`src/rtl/fan_pkg.sv`:
```
// Shared FSM state type and default parameter values for the fan tachometer meter.
package fan_pkg;

  typedef enum logic [1:0] {
    ST_IDLE    = 2'd0,
    ST_ARM     = 2'd1,
    ST_MEASURE = 2'd2
  } fan_state_t;

  localparam int PRESC_DEF    = 100;
  localparam int CNT_W_DEF    = 12;
  localparam int PPR_DEF      = 2;
  localparam int FILT_LEN_DEF = 4;

endpackage

```
`src/rtl/tach_filter.sv`:
```
// Two-flop synchronizer plus run-length glitch filter for the raw tach line;
// emits the accepted level and a one-cycle strobe when it rises.
module tach_filter
  import fan_pkg::*;
#(
  parameter int FILT_LEN = FILT_LEN_DEF
) (
  input  logic clk,
  input  logic rst,
  input  logic tach_i,
  output logic lvl_o,
  output logic rise_o
);

  localparam int FW = $clog2(FILT_LEN + 1);
  localparam logic [FW-1:0] RUN_LAST = FW'(FILT_LEN - 1);

  logic          sync_p0;
  logic          sync_p1;
  logic [FW-1:0] run_cnt;

  always_ff @(posedge clk or posedge rst) begin
    if (rst) begin
      sync_p0 <= 1'b0;
      sync_p1 <= 1'b0;
      run_cnt <= '0;
      lvl_o   <= 1'b0;
      rise_o  <= 1'b0;
    end else begin
      sync_p0 <= tach_i;
      // filter stage: run_cnt counts consecutive samples that disagree with lvl_o
      sync_p1 <= sync_p0;
      rise_o  <= 1'b0;
      if (sync_p1 == lvl_o) begin
        run_cnt <= '0;
      end else if (run_cnt == RUN_LAST) begin
        lvl_o   <= sync_p1;
        rise_o  <= sync_p1;
        run_cnt <= '0;
      end else begin
        run_cnt <= run_cnt + 1'b1;
      end
    end
  end

endmodule

```
`src/rtl/fan_tach_meter.sv`:
```
// Fan tachometer meter: counts prescaled ticks across PPR filtered tach edges
// (one revolution) and reports the period, or all-ones plus stall on timeout.
module fan_tach_meter
  import fan_pkg::*;
#(
  parameter int PRESC    = PRESC_DEF,
  parameter int CNT_W    = CNT_W_DEF,
  parameter int PPR      = PPR_DEF,
  parameter int FILT_LEN = FILT_LEN_DEF
) (
  input  logic             clk,
  input  logic             rst,
  input  logic             en_i,
  input  logic             tach_i,
  output logic [CNT_W-1:0] period_o,
  output logic             valid_o,
  output logic             stall_o
);

  localparam int PW = $clog2(PRESC);
  localparam int EW = $clog2(PPR + 1);
  localparam logic [PW-1:0]    PRESC_LAST = PW'(PRESC - 1);
  localparam logic [EW-1:0]    EDGE_LAST  = EW'(PPR - 1);
  localparam logic [CNT_W-1:0] CNT_MAX    = '1;

  fan_state_t       state;
  fan_state_t       next_state;
  logic [PW-1:0]    presc_cnt;
  logic [CNT_W-1:0] tick_cnt;
  logic [CNT_W-1:0] tick_next;
  logic [EW-1:0]    edge_cnt;
  logic             tach_lvl;
  logic             tach_rise;
  logic             edge_evt;
  logic             tick;
  logic             sat_hit;
  logic             win_done;

  function automatic logic [CNT_W-1:0] sat_inc(input logic [CNT_W-1:0] v, input logic inc);
    sat_inc = (inc && (v != CNT_MAX)) ? v + 1'b1 : v;
  endfunction

  tach_filter #(
    .FILT_LEN(FILT_LEN)
  ) u_filter (
    .clk   (clk),
    .rst   (rst),
    .tach_i(tach_i),
    .lvl_o (tach_lvl),
    .rise_o(tach_rise)
  );

  assign edge_evt = tach_rise & tach_lvl;

  always_ff @(posedge clk or posedge rst) begin
    if (rst) state <= ST_IDLE;
    else     state <= next_state;
  end

  always_comb begin
    next_state = state;
    if (!en_i) begin
      next_state = ST_IDLE;
    end else begin
      case (state)
        ST_IDLE:    next_state = ST_ARM;
        ST_ARM:     if (edge_evt) next_state = ST_MEASURE;
        ST_MEASURE: if (sat_hit) next_state = ST_ARM;
        default:    next_state = ST_IDLE;
      endcase
    end
  end

  // A tick landing on the closing edge is folded into the latched count.
  always_comb begin
    tick      = 1'b0;
    tick_next = tick_cnt;
    sat_hit   = 1'b0;
    win_done  = 1'b0;
    if (state == ST_MEASURE && en_i) begin
      tick      = (presc_cnt == PRESC_LAST);
      tick_next = sat_inc(tick_cnt, tick);
      sat_hit   = (tick_next == CNT_MAX);
      win_done  = edge_evt && (edge_cnt == EDGE_LAST) && !sat_hit;
    end
  end

  always_ff @(posedge clk or posedge rst) begin
    if (rst) begin
      presc_cnt <= '0;
      tick_cnt  <= '0;
      edge_cnt  <= '0;
      period_o  <= '0;
      valid_o   <= 1'b0;
      stall_o   <= 1'b0;
    end else begin
      valid_o <= 1'b0;
      // window restart: next window begins in the same cycle the result is latched
      if (state != ST_MEASURE || !en_i || sat_hit || win_done) begin
        presc_cnt <= '0;
        tick_cnt  <= '0;
        edge_cnt  <= '0;
      end else begin
        presc_cnt <= (presc_cnt == PRESC_LAST) ? '0 : presc_cnt + 1'b1;
        tick_cnt  <= tick_next;
        if (edge_evt) edge_cnt <= edge_cnt + 1'b1;
      end
      if (sat_hit) begin
        period_o <= CNT_MAX;
        stall_o  <= 1'b1;
        valid_o  <= 1'b1;
      end else if (win_done) begin
        period_o <= tick_next;
        stall_o  <= 1'b0;
        valid_o  <= 1'b1;
      end else if (!en_i) begin
        stall_o  <= 1'b0;
      end
    end
  end

endmodule

```
`config.mk`:
```
export PLATFORM = sky130hd
export DESIGN_NAME = fan_tach_meter
export DESIGN_NICKNAME = d
export VERILOG_FILES = /design/src/rtl/fan_pkg.sv /design/src/rtl/tach_filter.sv /design/src/rtl/fan_tach_meter.sv
export SDC_FILE = /design/constraint.sdc
export NUM_CORES = 1
export LEC_CHECK = 0
export CELL_PAD_IN_SITES_DETAIL_PLACEMENT = 1
export CELL_PAD_IN_SITES_GLOBAL_PLACEMENT = 2
export CORE_MARGIN = 2
export CORE_UTILIZATION = 35
export CTS_BUF_LIST = sky130_fd_sc_hd__clkbuf_8
export DETAILED_ROUTE_END_ITERATION = 12
export GPL_TIMING_DRIVEN = 0
export PLACE_DENSITY_LB_ADDON = 0.1
export SYNTH_ARGS = -nofsm -noshare
export SYNTH_HDL_FRONTEND = slang
export SYNTH_SLANG_ARGS = --single-unit
```
`constraint.sdc`:
```
create_clock -name clk -period 2.2 [get_ports clk]
set_input_delay 0.22 -clock clk [delete_from_list [all_inputs] [get_ports clk]]
set_output_delay 0.22 -clock clk [all_outputs]
set_load 0.03 [all_outputs]
```
==> impl_metrics.yaml <==
run_status:
  status: "finished with violations"
  violations: "setup timing"
synth:
  synthFlopType: "dfrtp_1"
  syn_nets: 205
  synth.distinct_cells: 44
  ys_ff_latch: 44
  synth.area.mux_share_pct: 4.304
  synth-simple-area-share_pct: 24.71
  synth-edff-count: 0
  synth_top_family_by_area: "simple AND/OR/NAND/NOR gates"
  async_flop_share_pct: 100.0
  seq_area_frac_synth_pct: 51.89
  syn_area_sq_mm: 0.002122
  synthXorXnorAreaFrac_pct: 4.127
  yosysWarnings: 0
  synthAdderAreaFrac_pct: 2.358
  synth.avg_cell_area_sq_um: 10.77
  synth_cells: 197
  synth_compound_area_share_pct: 10.14
timing:
  hold_viol: 0
  tightest_slew_ps: 922.7
  rsz0062_at_grt: "true"
  finalClockSkew_ps: 6.109
  clock.fmax_mhz: 435.4
  finalSetupViolCount: 32
  fin_ws_ps: -96.51
  fin_crit_sh_pct: 104.4
  max_slew_margin_pct: 38.40
  whs_ps: 351.3
  fin_crit_ps: 2297
  slew_violations: 0
place:
  gp_congestion: 0.8429
  dp_hpwl_mm: 3.544
  place_area_sq_mm: 0.002435
  numPlacedInstances: 289
  port_buffers: 17
drt:
  wl_per_cell_um: 16.79
  via_per_inst: 5.207
  drt-pass1-iter-count: 4
  routed_wl_mm: 5.355
  vias: 1661
  drc: 0
  drt_iter0_drc: 75
  drtAntennaViolNets: 0
floorplanning:
  rows: 28
  die_area_sq_mm: 0.006702
  initial_core_util_pct: 36.05
  die_y_um: 81.87
  core-area_sq_mm: 0.005886
  ioPinCount: 18
  die_w_um: 81.87
clock_network:
  clockBufferDepth: 2
  clock_latency_ps: 300
  cts_tree: "done"
  ctsHoldBuffers: 0
  cts.sinks: 44
  h-tree-depth: 2
  clock-root-buffer: "clkbuf_8"
  cts_buffers: 5
  clk_pin_slew_worst_paths_ps: 90
worst_setup_path:
  crit_required_ps: 2430
  cp_data_arrival_time_ps: 2520
  reg2reg_slack_ps: -100
  path_class: "reg -> reg"
  cp_common_cell: "nand3_4"
  max_stage_delay_ps: 370
  critPathSlowestCell: "dfrtp_2"
  cpLargestDelayFamily: "simple AND/OR/NAND/NOR gates"
  r2r_start: "tick_cnt[0]$_DFF_PP0_"
  path_buf_inv: 3
  cp_cell_sequence: "ha_1 -> buf_6 -> and3_4 -> nand3_4 -> o31a_1 -> o221a_2 -> nand4_4 -> buf_4 -> nand3_4 -> buf_12 -> nor3_2"
  cp-start-kind: "flip-flop"
  reg2reg_to: "presc_cnt[6]$_DFF_PP0_"
  critPathCaptureType: "flip-flop"
  worstRegToRegCells: 11
  worstPathMaxFanout: 8
cells_and_area:
  layout.cells.non_filler: 319
  fin_nets: 251
  drive_above_1_share_pct: 32.38
  fill_cells: 636
  finalInstanceArea_sq_mm: 0.002939
  area_growth_pct: 38.50
  diodes: 0
pwr:
  power.leakage_nw: 1.225
  max-vdd-ir-drop_mv: 0.5342
  totalPowerFinal_mw: 1.568
  p_per_area_mw_per_mm2: 533.4
global_routing:
  grt_pass1_wl_mm: 8.852
  grt_max_degree: 45
  grt_use_total_pct: 17.77
  antenna_found_initial: 0
  first_global_vias: 1795
  grt_overflow: 0
worst_hold_path:
  hp-start: "tach_i"
  holdCritPathClass: "in -> reg"
  min_delay_path_depth: 1
  hold_end: "u_filter.sync_p0$_DFF_PP0_"
flow_run:
  cap_violations: 0
## layer usage
| metal | up-vias | share of wire (%) | global-route usage [%] |
|---|---|---|---|
| met3 | 7 | 1.9 | 2.967 |
| met5 | - | 0 | 0 |
| met1 | 839 | 45 | 22.48 |
| met4 | 0 | 1.3 | 6.833 |
| met2 | 13 | 52 | 30.33 |
| li1 | 802 | - | - |
## worst max-delay path by stage
stage                                      start                        to  slack, ps  depth (start not counted)
after floorplan            tick_cnt[0]$_DFF_PP0_  period_o[11]$_DFFE_PP0P_         10                          9
after global placement     tick_cnt[0]$_DFF_PP0_  period_o[11]$_DFFE_PP0P_       -410                         10
after detailed placement   tick_cnt[0]$_DFF_PP0_   period_o[0]$_DFFE_PP0P_       -460                         10
after CTS                 presc_cnt[0]$_DFF_PP0_  period_o[11]$_DFFE_PP0P_       -110                          9
after global routing      presc_cnt[3]$_DFF_PP0_    presc_cnt[1]$_DFF_PP0_       -220                          9
final                      tick_cnt[0]$_DFF_PP0_    presc_cnt[6]$_DFF_PP0_       -100                         11
## repair_timing
| item | CTS | global route |
|---|---|---|
| setup buffers | 16 | 5 |
| hold endpoints to repair | 0 | 0 |
| resized for setup | 35 | 13 |
| pin swaps | 9 | 9 |
| cloned | 1 | 0 |
| setup endpoints to repair | 37 | 37 |
## cells in the final DEF (no fill, tap or decap), types with 5 or more instances in the layout
cell type and count:
dfrtp_1 41, nor3_2 6, nand2_1 10, a2bb2oi_2 5
buf_4 18, clkdlybuf4s50_1 17, inv_1 6, xnor2_1 6
nor2_1 21, buf_6 6, and3_1 5, clkbuf_8 5
nand3_1 10, a21oi_1 5, mux2i_1 6
## where the power goes
group | internal [mW] | leakage [nW] | switching [mW]
combinational | 0.0403 | 0.593 | 0.0422
clock | 0.336 | 0.0541 | 0.283
sequential | 0.836 | 0.578 | 0.0295
## registers in the layout, summed over array words and instances (netlist names)
name	cells
edge_cnt	2
period_o	12
presc_cnt	7
stall_o	1
state	2
tick_cnt	12
u_filter.lvl_o	1
u_filter.rise_o	1
u_filter.run_cnt	3
u_filter.sync_p0	1
u_filter.sync_p1	1
valid_o	1
## area by class of cell
| class | count | area, sq um | share of cell area [%] |
|---|---|---|---|
| repair buffers | 39 | 359.1 | 12.22 |
| clock buffers | 5 | 68.82 | 2.341 |
| well taps | 75 | 93.84 | 3.193 |
| plain buffers | 4 | 38.79 | 1.320 |
| flip-flops and latches | 44 | 1105 | 37.59 |
| inverters | 7 | 26.28 | 0.8940 |
| multi-input cells | 142 | 1205 | 41.00 |
| clock inverters | 3 | 42.54 | 1.447 |
## cells in the mapped netlist, types with 2 or more instances
cell | n | share of area (%)
xor2_1 | 4 | 1.7
nor2b_1 | 2 | 0.59
and2_1 | 2 | 0.59
nor3_1 | 11 | 2.6
and3_1 | 6 | 1.8
a31oi_1 | 2 | 0.59
ha_1 | 4 | 2.4
a2bb2oi_1 | 8 | 3.3
a21oi_1 | 6 | 1.4
nand4_1 | 3 | 0.88
xnor2_1 | 6 | 2.5
buf_2 | 3 | 0.71
nand4b_1 | 2 | 0.83
nand3_1 | 12 | 2.8
dfrtp_1 | 44 | 52
nand2_1 | 11 | 1.9
and4_1 | 3 | 1.2
nand2b_1 | 2 | 0.59
o21ai_0 | 4 | 0.94
nor2_1 | 23 | 4.1
nor3b_1 | 3 | 1.1
mux2i_1 | 8 | 3.8
inv_1 | 7 | 1.2
## logic make-up after synthesis
family	after synthesis
AND/OR/NAND/NOR	90
flip-flops	44
AO/OA/AOI/OAI	29
buffers and inverters	11
XOR/XNOR	10
multiplexers	9
adder cells (fa/ha/maj)	4
## per-stage QoR
step | util [%] | setup slack [ps] | setup TNS, ps
2_1_floorplan | - | 13.33 | 0
6_report | 49.94 | -96.51 | -1403
4_1_cts | 48.53 | -114.0 | -1051
3_3_place_gp | 41.37 | -410.1 | -9364
5_1_grt | 49.94 | -219.5 | -5897
3_5_place_dp | 41.37 | -462.6 | -11420
Note: power is estimated with default switching activity, not from simulation.
==> RTL edit, RTL diff (same flow settings) <==
Set the package constant `CNT_W_DEF` to 18 (it was 12).
--- a/src/rtl/fan_pkg.sv
+++ b/src/rtl/fan_pkg.sv
@@ -8,7 +8,7 @@
   } fan_state_t;
 
   localparam int PRESC_DEF    = 100;
-  localparam int CNT_W_DEF    = 12;
+  localparam int CNT_W_DEF    = 18;
   localparam int PPR_DEF      = 2;
   localparam int FILT_LEN_DEF = 4;
 
Ports: changed (resized period_o); port bits go from 18 to 24. No check against the original RTL was run, so the function may have changed too.
==> RTL edit against the unedited design <==
The run still ends with negative setup slack left. Sequential cell count up 12. Sequential share of layout area down 6.7 points. Routed wire length up 93%. Synthesized area up 48%. Total power up 15%. Die area up 46%. Setup slack worse by 310 ps. Cell area up 56%. Critical path type unchanged.
==> RTL edit: results (changes against the unedited design) <==
| Metric | Value |
|---|---|
| Worst slew margin | 56.5% (+18 points) |
| Synthesized Nets | 340 (+66%) |
| Diode count | 0 (unchanged) |
| Clk_skew | 10.3 ps (+4.21 ps) |
| Failing checks | negative setup slack |
| P_int | 1.37 mW (+13%) |
| Asr flop ratio synth | 100% (unchanged) |
| Max Buffers Root-to-Sink | 2 (unchanged) |
| Crit Path Max Fanout | 6 (-2) |
| Pleak | 1.83 nW (+49%) |
| Crit-path slowest cell | or4_4 |
| Crit path max-delay family | simple AND/OR/NAND/NOR gates |
| CTS buffer count | 5 (unchanged) |
| # fillers | 958 (+51%) |
| Port bufs | 23 (+6) |
| Initial antenna violation count | 0 (unchanged) |
| Largest regs | period_o (18), tick_cnt (18), presc_cnt (7) |
| Drt first pass iters | 4 (unchanged) |
| Library cells used by synthesis | 64 (+45%) |
| Htree depth | 2 (unchanged) |
| Crit path DAT | 2860 ps (+340 ps) |
| Clock Tree Root | clkbuf_8 |
| Ratio of cells with drive above 1 in the final layout | 41.9% (+9.5 points) |
| Total Routing Usage GR | 20.2% (+2.4 points) |
| Slack of the critical path | -409 ps (-312 ps) |
| Number of DRC markers in iteration 0 | 109 (+45%) |
| Clk slew on worst S/H paths | 110 ps (+20 ps) |
| Reg2reg end | period_o[17]$_DFFE_PP0P_ |
| Via count | 2905 (+75%) |
| HPWL Detailed | 6600 µm (+86%) |
| Setup crit start kind | flip-flop |
| R2r startpoint | tick_cnt[11]$_DFF_PP0_ |
| Peak VDD IR | 0.249 mV (-53%) |
| Top cells by area, synth | dfrtp_1 (45%), xnor2_1 (5.0%), nand2_1 (4.9%) |
| Syn. warnings | 0 (unchanged) |
| R2R depth | 10 (-1) |
| Worst hold path class | input port to asynchronous set/reset pin |
| Most common cell in the netlist | dfrtp_1 |
| Nets | 420 (+67%) |
| Outcome | complete, but fails checks |
| Post-synth top cells | dfrtp_1 (56), nand2_1 (41), nor2_1 (39) |
| Drt wl/cell | 19.8 µm (+18%) |
| Final Wtd Congestion | 0.855 (+1.4%) |
| Setup violators final | 49 (+53%) |
| Clk_lat worst skew | 310 ps |
| First-pass GRT wire length | 15600 µm (+76%) |
| Post-synthesis sequential area ratio | 44.6% (-7.3 points) |
| Largest net degree at the start of global routing | 31 (-31%) |
| CP endpoint kind | flip-flop |
| Critical Path Max Stage Delay | 540 ps (+170 ps) |
## RTL edit: cell count changes after synthesis, moves of 4 or more
cell / delta
nand2_1: +30
a2bb2oi_1: -8
nor4_1: +7
dfrtp_1: +12
mux2i_1: -4
xnor2_1: +12
nand2_2: +6
o21ai_2: +5
o21ai_0: +12
nor3_1: +13
clkbuf_1: +5
nand3_1: -4
nor2_1: +16
or3_1: +4
## RTL edit: final cells by class
type / count / area, µm² / area share, %
Inverter: 5 / 18.8 / 0.408
Tap cell: 108 / 135 / 2.94
Multi-Input combinational cell: 255 / 2060 / 44.9
Clock inverter: 2 / 13.8 / 0.299
Timing Repair Buffer: 73 / 709 / 15.4
Buffer: 16 / 156 / 3.40
Clock buffer: 6 / 82.6 / 1.80
Sequential cell: 56 / 1420 / 30.9
## RTL edit: per-stage QoR
step / TNS (ps) / setup slack (ps) / instances / hold slack [ps] / cell area [µm²]
after floorplan: -2690 / -108 / 332 / 251 / 3230
after global placement: -62820 / -815 / 463 / 333 / 3600
after detailed placement: -33180 / -803 / 464 / 341 / 3620
after CTS: -12900 / -305 / 494 / 315 / 4080
after global routing: -20550 / -470 / 521 / 337 / 4600
final: -17560 / -409 / 521 / 285 / 4600
## RTL edit: how the worst min path moves through the flow
stage / endpoint / start
after global routing: valid_o$_DFF_PP0_ / rst
after CTS: valid_o$_DFF_PP0_ / rst
after floorplan: u_filter.sync_p0$_DFF_PP0_ / tach_i
final: valid_o$_DFF_PP0_ / rst
after global placement: u_filter.sync_p1$_DFF_PP0_ / u_filter.sync_p0$_DFF_PP0_
after detailed placement: u_filter.sync_p1$_DFF_PP0_ / u_filter.sync_p0$_DFF_PP0_
## RTL edit: timing repair
item / CTS / global route
buffers inserted: 21 / 25
resized for setup: 54 / 68
endpoints found under the setup margin: 49 / 49
hold buffers: 0 / 0
pin swaps: 12 / 14
cloned: 1 / 3
## RTL edit: routing by layer
metal / GRT usage [%] / up-vias / share of wire [%]
met2: 33.7 / 53 / 50
li1: - / 1359 / -
met4: 6.32 / 0 / 2.8
met1: 27.4 / 1471 / 44
met3: 2.48 / 22 / 2.7
met5: 0 / - / 0
## RTL edit: cell families after synthesis
family / after synthesis / synth area share, %
buffers and inverters: 21 / 4.62
flip-flops: 56 / 44.6
AO/OA/AOI/OAI: 50 / 10.7
multiplexers: 5 / 1.63
AND/OR/NAND/NOR: 174 / 30.7
adder cells (fa/ha/maj): 4 / 1.59
XOR/XNOR: 22 / 6.13
## RTL edit: power groups by stage
stage                     clock network [mW]  logic (mW)  registers, mW
after detailed placement                   0       0.122           1.09
after global placement                     0       0.112           1.09
after CTS                              0.636       0.124           1.07
final                                  0.617       0.120           1.07
after floorplan                            0      0.0861           1.09
after global routing                   0.673       0.138           1.07
